**config.mk**
```make
export PLATFORM = sky130hd
export DESIGN_NAME = serial_peer_uart
export DESIGN_NICKNAME = d
export VERILOG_FILES = /design/src/rtl/serial_peer_pkg.sv /design/src/rtl/serial_peer_rx.sv /design/src/rtl/serial_peer_uart.sv
export SDC_FILE = /design/constraint.sdc
export NUM_CORES = 1
export LEC_CHECK = 0
export ABC_CLOCK_PERIOD_IN_PS = 2430
export CORE_UTILIZATION = 55
export CTS_BUF_LIST = sky130_fd_sc_hd__clkbuf_8 sky130_fd_sc_hd__clkbuf_16
export DETAILED_ROUTE_END_ITERATION = 10
export GPL_TIMING_DRIVEN = 1
export PLACE_DENSITY = 0.77
export SYNTH_ARGS = -nofsm -noshare
export SYNTH_HDL_FRONTEND = slang
export SYNTH_SLANG_ARGS = --single-unit
```
**constraint.sdc**
```tcl
create_clock -name clk_i -period 2.43 [get_ports clk_i]
set_input_delay 0.486 -clock clk_i [delete_from_list [all_inputs] [get_ports clk_i]]
set_output_delay 0.486 -clock clk_i [all_outputs]
set_load 0.1 [all_outputs]
```
**src/rtl/serial_peer_pkg.sv**
```systemverilog
// Shared constants and state types for the serial peer UART.
package serial_peer_pkg;

  localparam int unsigned OVERSAMPLE = 16;
  localparam int unsigned FILTER_LEN = 4;

  typedef enum logic [1:0] {RxIdle, RxStart, RxData, RxStop} rx_state_t;
  typedef enum logic {TxIdle, TxShift} tx_state_t;

endpackage

```
**src/rtl/serial_peer_rx.sv**
```systemverilog
// Receive path: rx synchroniser, 4-sample majority-free noise filter and 8N1 framing FSM.
module serial_peer_rx
  import serial_peer_pkg::*;
(
  input  logic       clk_i,
  input  logic       rst_ni,
  input  logic       tick_i,
  input  logic       rx_i,
  input  logic       rx_ack_i,
  output logic [7:0] rx_data_o,
  output logic       rx_valid_o,
  output logic       rx_frame_err_o,
  output logic       rx_overrun_o
);

  logic [1:0]            sync_q;
  logic [FILTER_LEN-1:0] filt_q, filt_d;
  logic                  filt_rx_q, filt_rx_d;
  rx_state_t             state_q, state_d;
  logic [3:0]            cnt_q, cnt_d;
  logic [2:0]            bit_q, bit_d;
  logic [7:0]            shift_q, shift_d;
  logic [7:0]            data_q, data_d;
  logic                  valid_q, valid_d;
  logic                  ferr_q, ferr_d;
  logic                  ovr_q, ovr_d;

  always_ff @(posedge clk_i or negedge rst_ni) begin
    if (!rst_ni) begin
      sync_q    <= 2'b11;
      filt_q    <= '1;
      filt_rx_q <= 1'b1;
      state_q   <= RxIdle;
      cnt_q     <= '0;
      bit_q     <= '0;
      shift_q   <= '0;
      data_q    <= '0;
      valid_q   <= 1'b0;
      ferr_q    <= 1'b0;
      ovr_q     <= 1'b0;
    end else begin
      sync_q    <= {sync_q[0], rx_i};
      filt_q    <= filt_d;
      filt_rx_q <= filt_rx_d;
      state_q   <= state_d;
      cnt_q     <= cnt_d;
      bit_q     <= bit_d;
      shift_q   <= shift_d;
      data_q    <= data_d;
      valid_q   <= valid_d;
      ferr_q    <= ferr_d;
      ovr_q     <= ovr_d;
    end
  end

  // Filtered level only flips after FILTER_LEN agreeing samples; otherwise it holds.
  always_comb begin
    filt_d    = filt_q;
    filt_rx_d = filt_rx_q;
    if (tick_i) begin
      filt_d = {filt_q[FILTER_LEN-2:0], sync_q[1]};
      if (filt_d == '0) begin
        filt_rx_d = 1'b0;
      end else if (filt_d == '1) begin
        filt_rx_d = 1'b1;
      end
    end
  end

  always_comb begin
    state_d = state_q;
    cnt_d   = cnt_q;
    bit_d   = bit_q;
    shift_d = shift_q;
    data_d  = data_q;
    valid_d = valid_q;
    ferr_d  = ferr_q;
    ovr_d   = ovr_q;
    if (rx_ack_i) begin
      valid_d = 1'b0;
      ovr_d   = 1'b0;
    end
    if (tick_i) begin
      if (state_q != RxIdle && cnt_q != 4'd0) begin
        cnt_d = cnt_q - 4'd1;
      end else begin
        unique case (state_q)
          RxIdle: begin
            if (!filt_rx_q) begin
              state_d = RxStart;
              cnt_d   = 4'd7;
            end
          end
          RxStart: begin
            if (!filt_rx_q) begin
              state_d = RxData;
              cnt_d   = 4'd15;
              bit_d   = 3'd0;
            end else begin
              state_d = RxIdle;
            end
          end
          RxData: begin
            shift_d = {filt_rx_q, shift_q[7:1]};
            cnt_d   = 4'd15;
            bit_d   = bit_q + 3'd1;
            if (bit_q == 3'd7) begin
              state_d = RxStop;
            end
          end
          RxStop: begin
            state_d = RxIdle;
            if (filt_rx_q) begin
              data_d  = shift_q;
              valid_d = 1'b1;
              ferr_d  = 1'b0;
              // A coincident ack consumed the old byte, so nothing is lost.
              if (valid_q && !rx_ack_i) begin
                ovr_d = 1'b1;
              end
            end else begin
              ferr_d = 1'b1;
            end
          end
          default: state_d = RxIdle;
        endcase
      end
    end
  end

  assign rx_data_o      = data_q;
  assign rx_valid_o     = valid_q;
  assign rx_frame_err_o = ferr_q;
  assign rx_overrun_o   = ovr_q;

endmodule

```
**src/rtl/serial_peer_uart.sv**
```systemverilog
// 8N1 UART peer of the CPU-side ACIA: free-running 16x prescaler, tx holding register + shifter.
module serial_peer_uart
  import serial_peer_pkg::*;
#(
  parameter int unsigned ClksPerBit = 256
) (
  input  logic       clk_i,
  input  logic       rst_ni,
  input  logic       rx_i,
  output logic       tx_o,
  input  logic [7:0] tx_data_i,
  input  logic       tx_valid_i,
  output logic       tx_ready_o,
  output logic       tx_busy_o,
  output logic [7:0] rx_data_o,
  output logic       rx_valid_o,
  input  logic       rx_ack_i,
  output logic       rx_frame_err_o,
  output logic       rx_overrun_o
);

  localparam int unsigned TickDiv = ClksPerBit / OVERSAMPLE;
  localparam int unsigned PrescW  = (TickDiv > 1) ? $clog2(TickDiv) : 1;

  logic [PrescW-1:0] presc_q, presc_d;
  logic              tick;

  tx_state_t  tx_state_q, tx_state_d;
  logic [9:0] tx_shift_q, tx_shift_d;
  logic [3:0] tx_tick_q, tx_tick_d;
  logic [3:0] tx_bit_q, tx_bit_d;
  logic [7:0] hold_q, hold_d;
  logic       hold_full_q, hold_full_d;

  assign tick    = (presc_q == PrescW'(TickDiv - 1));
  assign presc_d = tick ? '0 : presc_q + PrescW'(1);

  always_ff @(posedge clk_i or negedge rst_ni) begin
    if (!rst_ni) begin
      presc_q     <= '0;
      tx_state_q  <= TxIdle;
      tx_shift_q  <= '1;
      tx_tick_q   <= '0;
      tx_bit_q    <= '0;
      hold_q      <= '0;
      hold_full_q <= 1'b0;
    end else begin
      presc_q     <= presc_d;
      tx_state_q  <= tx_state_d;
      tx_shift_q  <= tx_shift_d;
      tx_tick_q   <= tx_tick_d;
      tx_bit_q    <= tx_bit_d;
      hold_q      <= hold_d;
      hold_full_q <= hold_full_d;
    end
  end

  always_comb begin
    tx_state_d  = tx_state_q;
    tx_shift_d  = tx_shift_q;
    tx_tick_d   = tx_tick_q;
    tx_bit_d    = tx_bit_q;
    hold_d      = hold_q;
    hold_full_d = hold_full_q;
    if (tx_valid_i && !hold_full_q) begin
      hold_d      = tx_data_i;
      hold_full_d = 1'b1;
    end
    if (tick) begin
      unique case (tx_state_q)
        TxIdle: begin
          if (hold_full_q) begin
            tx_state_d  = TxShift;
            tx_shift_d  = {1'b1, hold_q, 1'b0};
            tx_tick_d   = 4'd0;
            tx_bit_d    = 4'd0;
            hold_full_d = 1'b0;
          end
        end
        TxShift: begin
          tx_tick_d = tx_tick_q + 4'd1;
          if (tx_tick_q == 4'(OVERSAMPLE - 1)) begin
            if (tx_bit_q == 4'd9) begin
              // End of stop bit: chain straight into a waiting byte with no idle gap.
              if (hold_full_q) begin
                tx_shift_d  = {1'b1, hold_q, 1'b0};
                tx_bit_d    = 4'd0;
                hold_full_d = 1'b0;
              end else begin
                tx_state_d = TxIdle;
              end
            end else begin
              tx_shift_d = {1'b1, tx_shift_q[9:1]};
              tx_bit_d   = tx_bit_q + 4'd1;
            end
          end
        end
        default: tx_state_d = TxIdle;
      endcase
    end
  end

  assign tx_o       = ((tx_state_q == TxShift) ? tx_shift_q[0] : 1'b1) | ~rst_ni;
  assign tx_ready_o = ~hold_full_q;
  assign tx_busy_o  = (tx_state_q == TxShift) | hold_full_q;

  serial_peer_rx u_rx (
    .clk_i          (clk_i),
    .rst_ni         (rst_ni),
    .tick_i         (tick),
    .rx_i           (rx_i),
    .rx_ack_i       (rx_ack_i),
    .rx_data_o      (rx_data_o),
    .rx_valid_o     (rx_valid_o),
    .rx_frame_err_o (rx_frame_err_o),
    .rx_overrun_o   (rx_overrun_o)
  );

endmodule

```
==> metrics.cfg <==
[sta]
slew_headroom_pct = 42.5
rsz0062_at_grt = no
slew_violations = 0
final.setup.worst_slack_ns = 0.376
fmax_mhz = 487
tightest_slew_ns = 0.861
finalCriticalPeriod_ns = 2.05
finalHoldViolations = 0
skew_ns = 0.00625
setup_viol = 0
fin_tns_setup_ns = 0
fin_crit_sh_pct = 84.5

[global_route]
antenna_found_initial = 0
grt_pass1_wl_um = 8890
grt_max_degree = 67
grt_pass1_vias = 1924
gr-total-overflow = 0
grt_usage_pct = 19.5

[die]
io_pins = 27
num_rows = 26
die_h_um = 76.5
chipWidth_um = 76.5
coreArea_sq_um = 5240
start_util_pct = 58.3
die-area_sq_um = 5850

[critical_path]
arrival_ns = 2.32
setup.worst_path.end = tx_shift_q[1]$_DFFE_PN1P_
r2r_end = tx_shift_q[1]$_DFFE_PN1P_
required_ns = 2.70
setup.worst_path.end_class = register
cp-start-kind = register
path_max_fanout = 13
critPathKind = register to register
r2r_slack_ns = 0.38
cp-startpoint = presc_q[0]$_DFF_PN0_
reg2reg_depth = 5
timing.rr.start = presc_q[0]$_DFF_PN0_

[finish]
n_antenna_cell = 0
syn_to_final_growth_pct = 16.5
layout-drive-gt1-share_pct = 35.1
final_area_sq_um = 3560
post-route-util_pct = 67.9
nets = 305

[cts]
clock-sinks = 66
clockBufferDepth = 2
cts_resized = 0
clock_latency_ns = 0.33
clkTransAtPathRegs_ns = 0.07
post_cts_buffers = 0
cts_buffers = 9
root_buffer = clkbuf_8
postCtsHoldBufs = 0
cts_tree = built
cts_max_level = 3

[synth]
ys.flop_type = dfrtp_1
synthesis.nets = 274
yosys.area.top_type = dfrtp_1
synthTopCellsByArea = dfrtp_1, dfstp_2, mux2_2
synthTopCellsByCount = dfrtp_1, mux2_2, nand2_1
syn_avg_cell_area_sq_um = 12.3
synth_edf_count = 0
yosysSeqAreaShare_pct = 54.8
ys_ff_latch = 66
netlist_area_sq_um = 3050
synthDistinctLibCells = 51
yosysWarnings = 0
async_flop_share_pct = 100
synth.most_common_cell = dfrtp_1
postSynthCellCount = 249
synth_top_area_share_pct = 41.0

[routing]
wl_per_cell_um = 14.1
post-route-drc-count = 0
via_count = 1965
dr.pass1.iters = 4
drt.antenna.violating_nets = 0
routed_wl_um = 5000
vias_per_cell = 5.54
drt_iter0_drc = 82

[power_and_ir_drop]
peakVddDrop_uv = 633
p_leak_nw = 1.59
power_density_nw_per_um2 = 707

[place]
numPortBuffers = 26
dp_hpwl_um = 3330
placed_cell_area_sq_um = 3340
dp_slack_ns = 0.413
place_congestion = 0.774

[hold_path]
hold_path_class = primary input to asynchronous set/reset pin

[job]
maxCapViolCount = 0

[outcome]
status = finished clean

==> placed cells by master, fill, tap and decap left out, drive strengths merged, types with 9 or more instances in the layout <==
master	n
buf	17
clkbuf	9
a21oi	10
dfstp	16
dfrtp	50
clkdlybuf4s50	11
o21ai	9
nand3	9
ha	12
or2	11
nand2	21
mux2	28
inv	16
==> metrics by stage <==
step	total power, mW	hold WS (ns)	std cells
2_1_floorplan	1.46	0.190	249
3_3_place_gp	1.54	0.346	339
3_5_place_dp	1.54	0.353	339
4_1_cts	2.54	0.363	355
5_1_grt	2.61	0.369	355
6_report	2.51	0.347	355
==> worst max-delay path, cell delays in order, from the launching register on <==
cell	delay [ns]
dfrtp_1	0.40
ha_1	0.26
and3_4	0.31
o2111ai_1	0.45
or2_2	0.45
o221a_2	0.12
==> worst min path at each step <==
stage | from | endpoint | depth (start not counted)
after global routing | u_rx.sync_q[0]$_DFF_PN1_ | u_rx.sync_q[1]$_DFF_PN1_ | 0
after CTS | u_rx.sync_q[0]$_DFF_PN1_ | u_rx.sync_q[1]$_DFF_PN1_ | 0
final | rst_ni | tx_state_q$_DFFE_PN0P_ | 2
after detailed placement | u_rx.sync_q[0]$_DFF_PN1_ | u_rx.sync_q[1]$_DFF_PN1_ | 0
after global placement | u_rx.sync_q[0]$_DFF_PN1_ | u_rx.sync_q[1]$_DFF_PN1_ | 0
after floorplan | rst_ni | asynchronous set/reset pin | 0
==> flip-flops by register name, indices dropped and copies added, names as in the netlist, named ones only <==
name and flops:
u_rx.filt_q 3, u_rx.rx_overrun_o 1, u_rx.rx_data_o 8, hold_q 8, tx_state_q 1, hold_full_q 1, u_rx.bit_q 3, u_rx.shift_q 8
u_rx.sync_q 2, tx_shift_q 10, tx_tick_q 4, u_rx.state_q 1, u_rx.rx_frame_err_o 1, u_rx.filt_rx_q 1, u_rx.cnt_q 4, tx_bit_q 4
presc_q 4, u_rx.rx_valid_o 1
==> layout make-up <==
type | instances | area [sq um]
Fill cell | 377 | 1680
Sequential cell | 66 | 1670
Multi-Input combinational cell | 160 | 1270
Timing Repair Buffer | 28 | 248
Clock buffer | 9 | 124
Clock inverter | 7 | 95.1
Tap cell | 70 | 87.6
Inverter | 15 | 56.3
==> cell families (layout without fill, tap and decap cells) <==
family,count (synthesis),in the layout,synth area share (%)
xor gates and xnor gates,1,1,0.287
muxes,31,31,11.3
DFF,66,66,54.8
buffers and inverters,23,59,3.48
and+or+nand+nor,67,67,12.5
adders and majority gates,12,12,4.92
AOI/OAI and AO/OA,49,49,12.7
==> report_power, final <==
part | internal, mW | leakage [nW] | switching, mW | total, mW
clock | 0.575 | 0.103 | 0.421 | 0.996
sequential | 1.25 | 0.814 | 0.0614 | 1.31
combinational | 0.125 | 0.673 | 0.0841 | 0.209
total | 1.95 | 1.59 | 0.566 | 2.51
==> per-layer routing <==
layer	part of all wire (%)	track usage [%]	routed length, um	up-vias
met5	0	0	0	-
met3	3.1	5.99	155	9
li1	-	-	-	955
met4	1.6	6.35	79	0
met1	50	26.8	2480	972
met2	46	29.5	2290	29
Power figures use the tool's default switching activity.
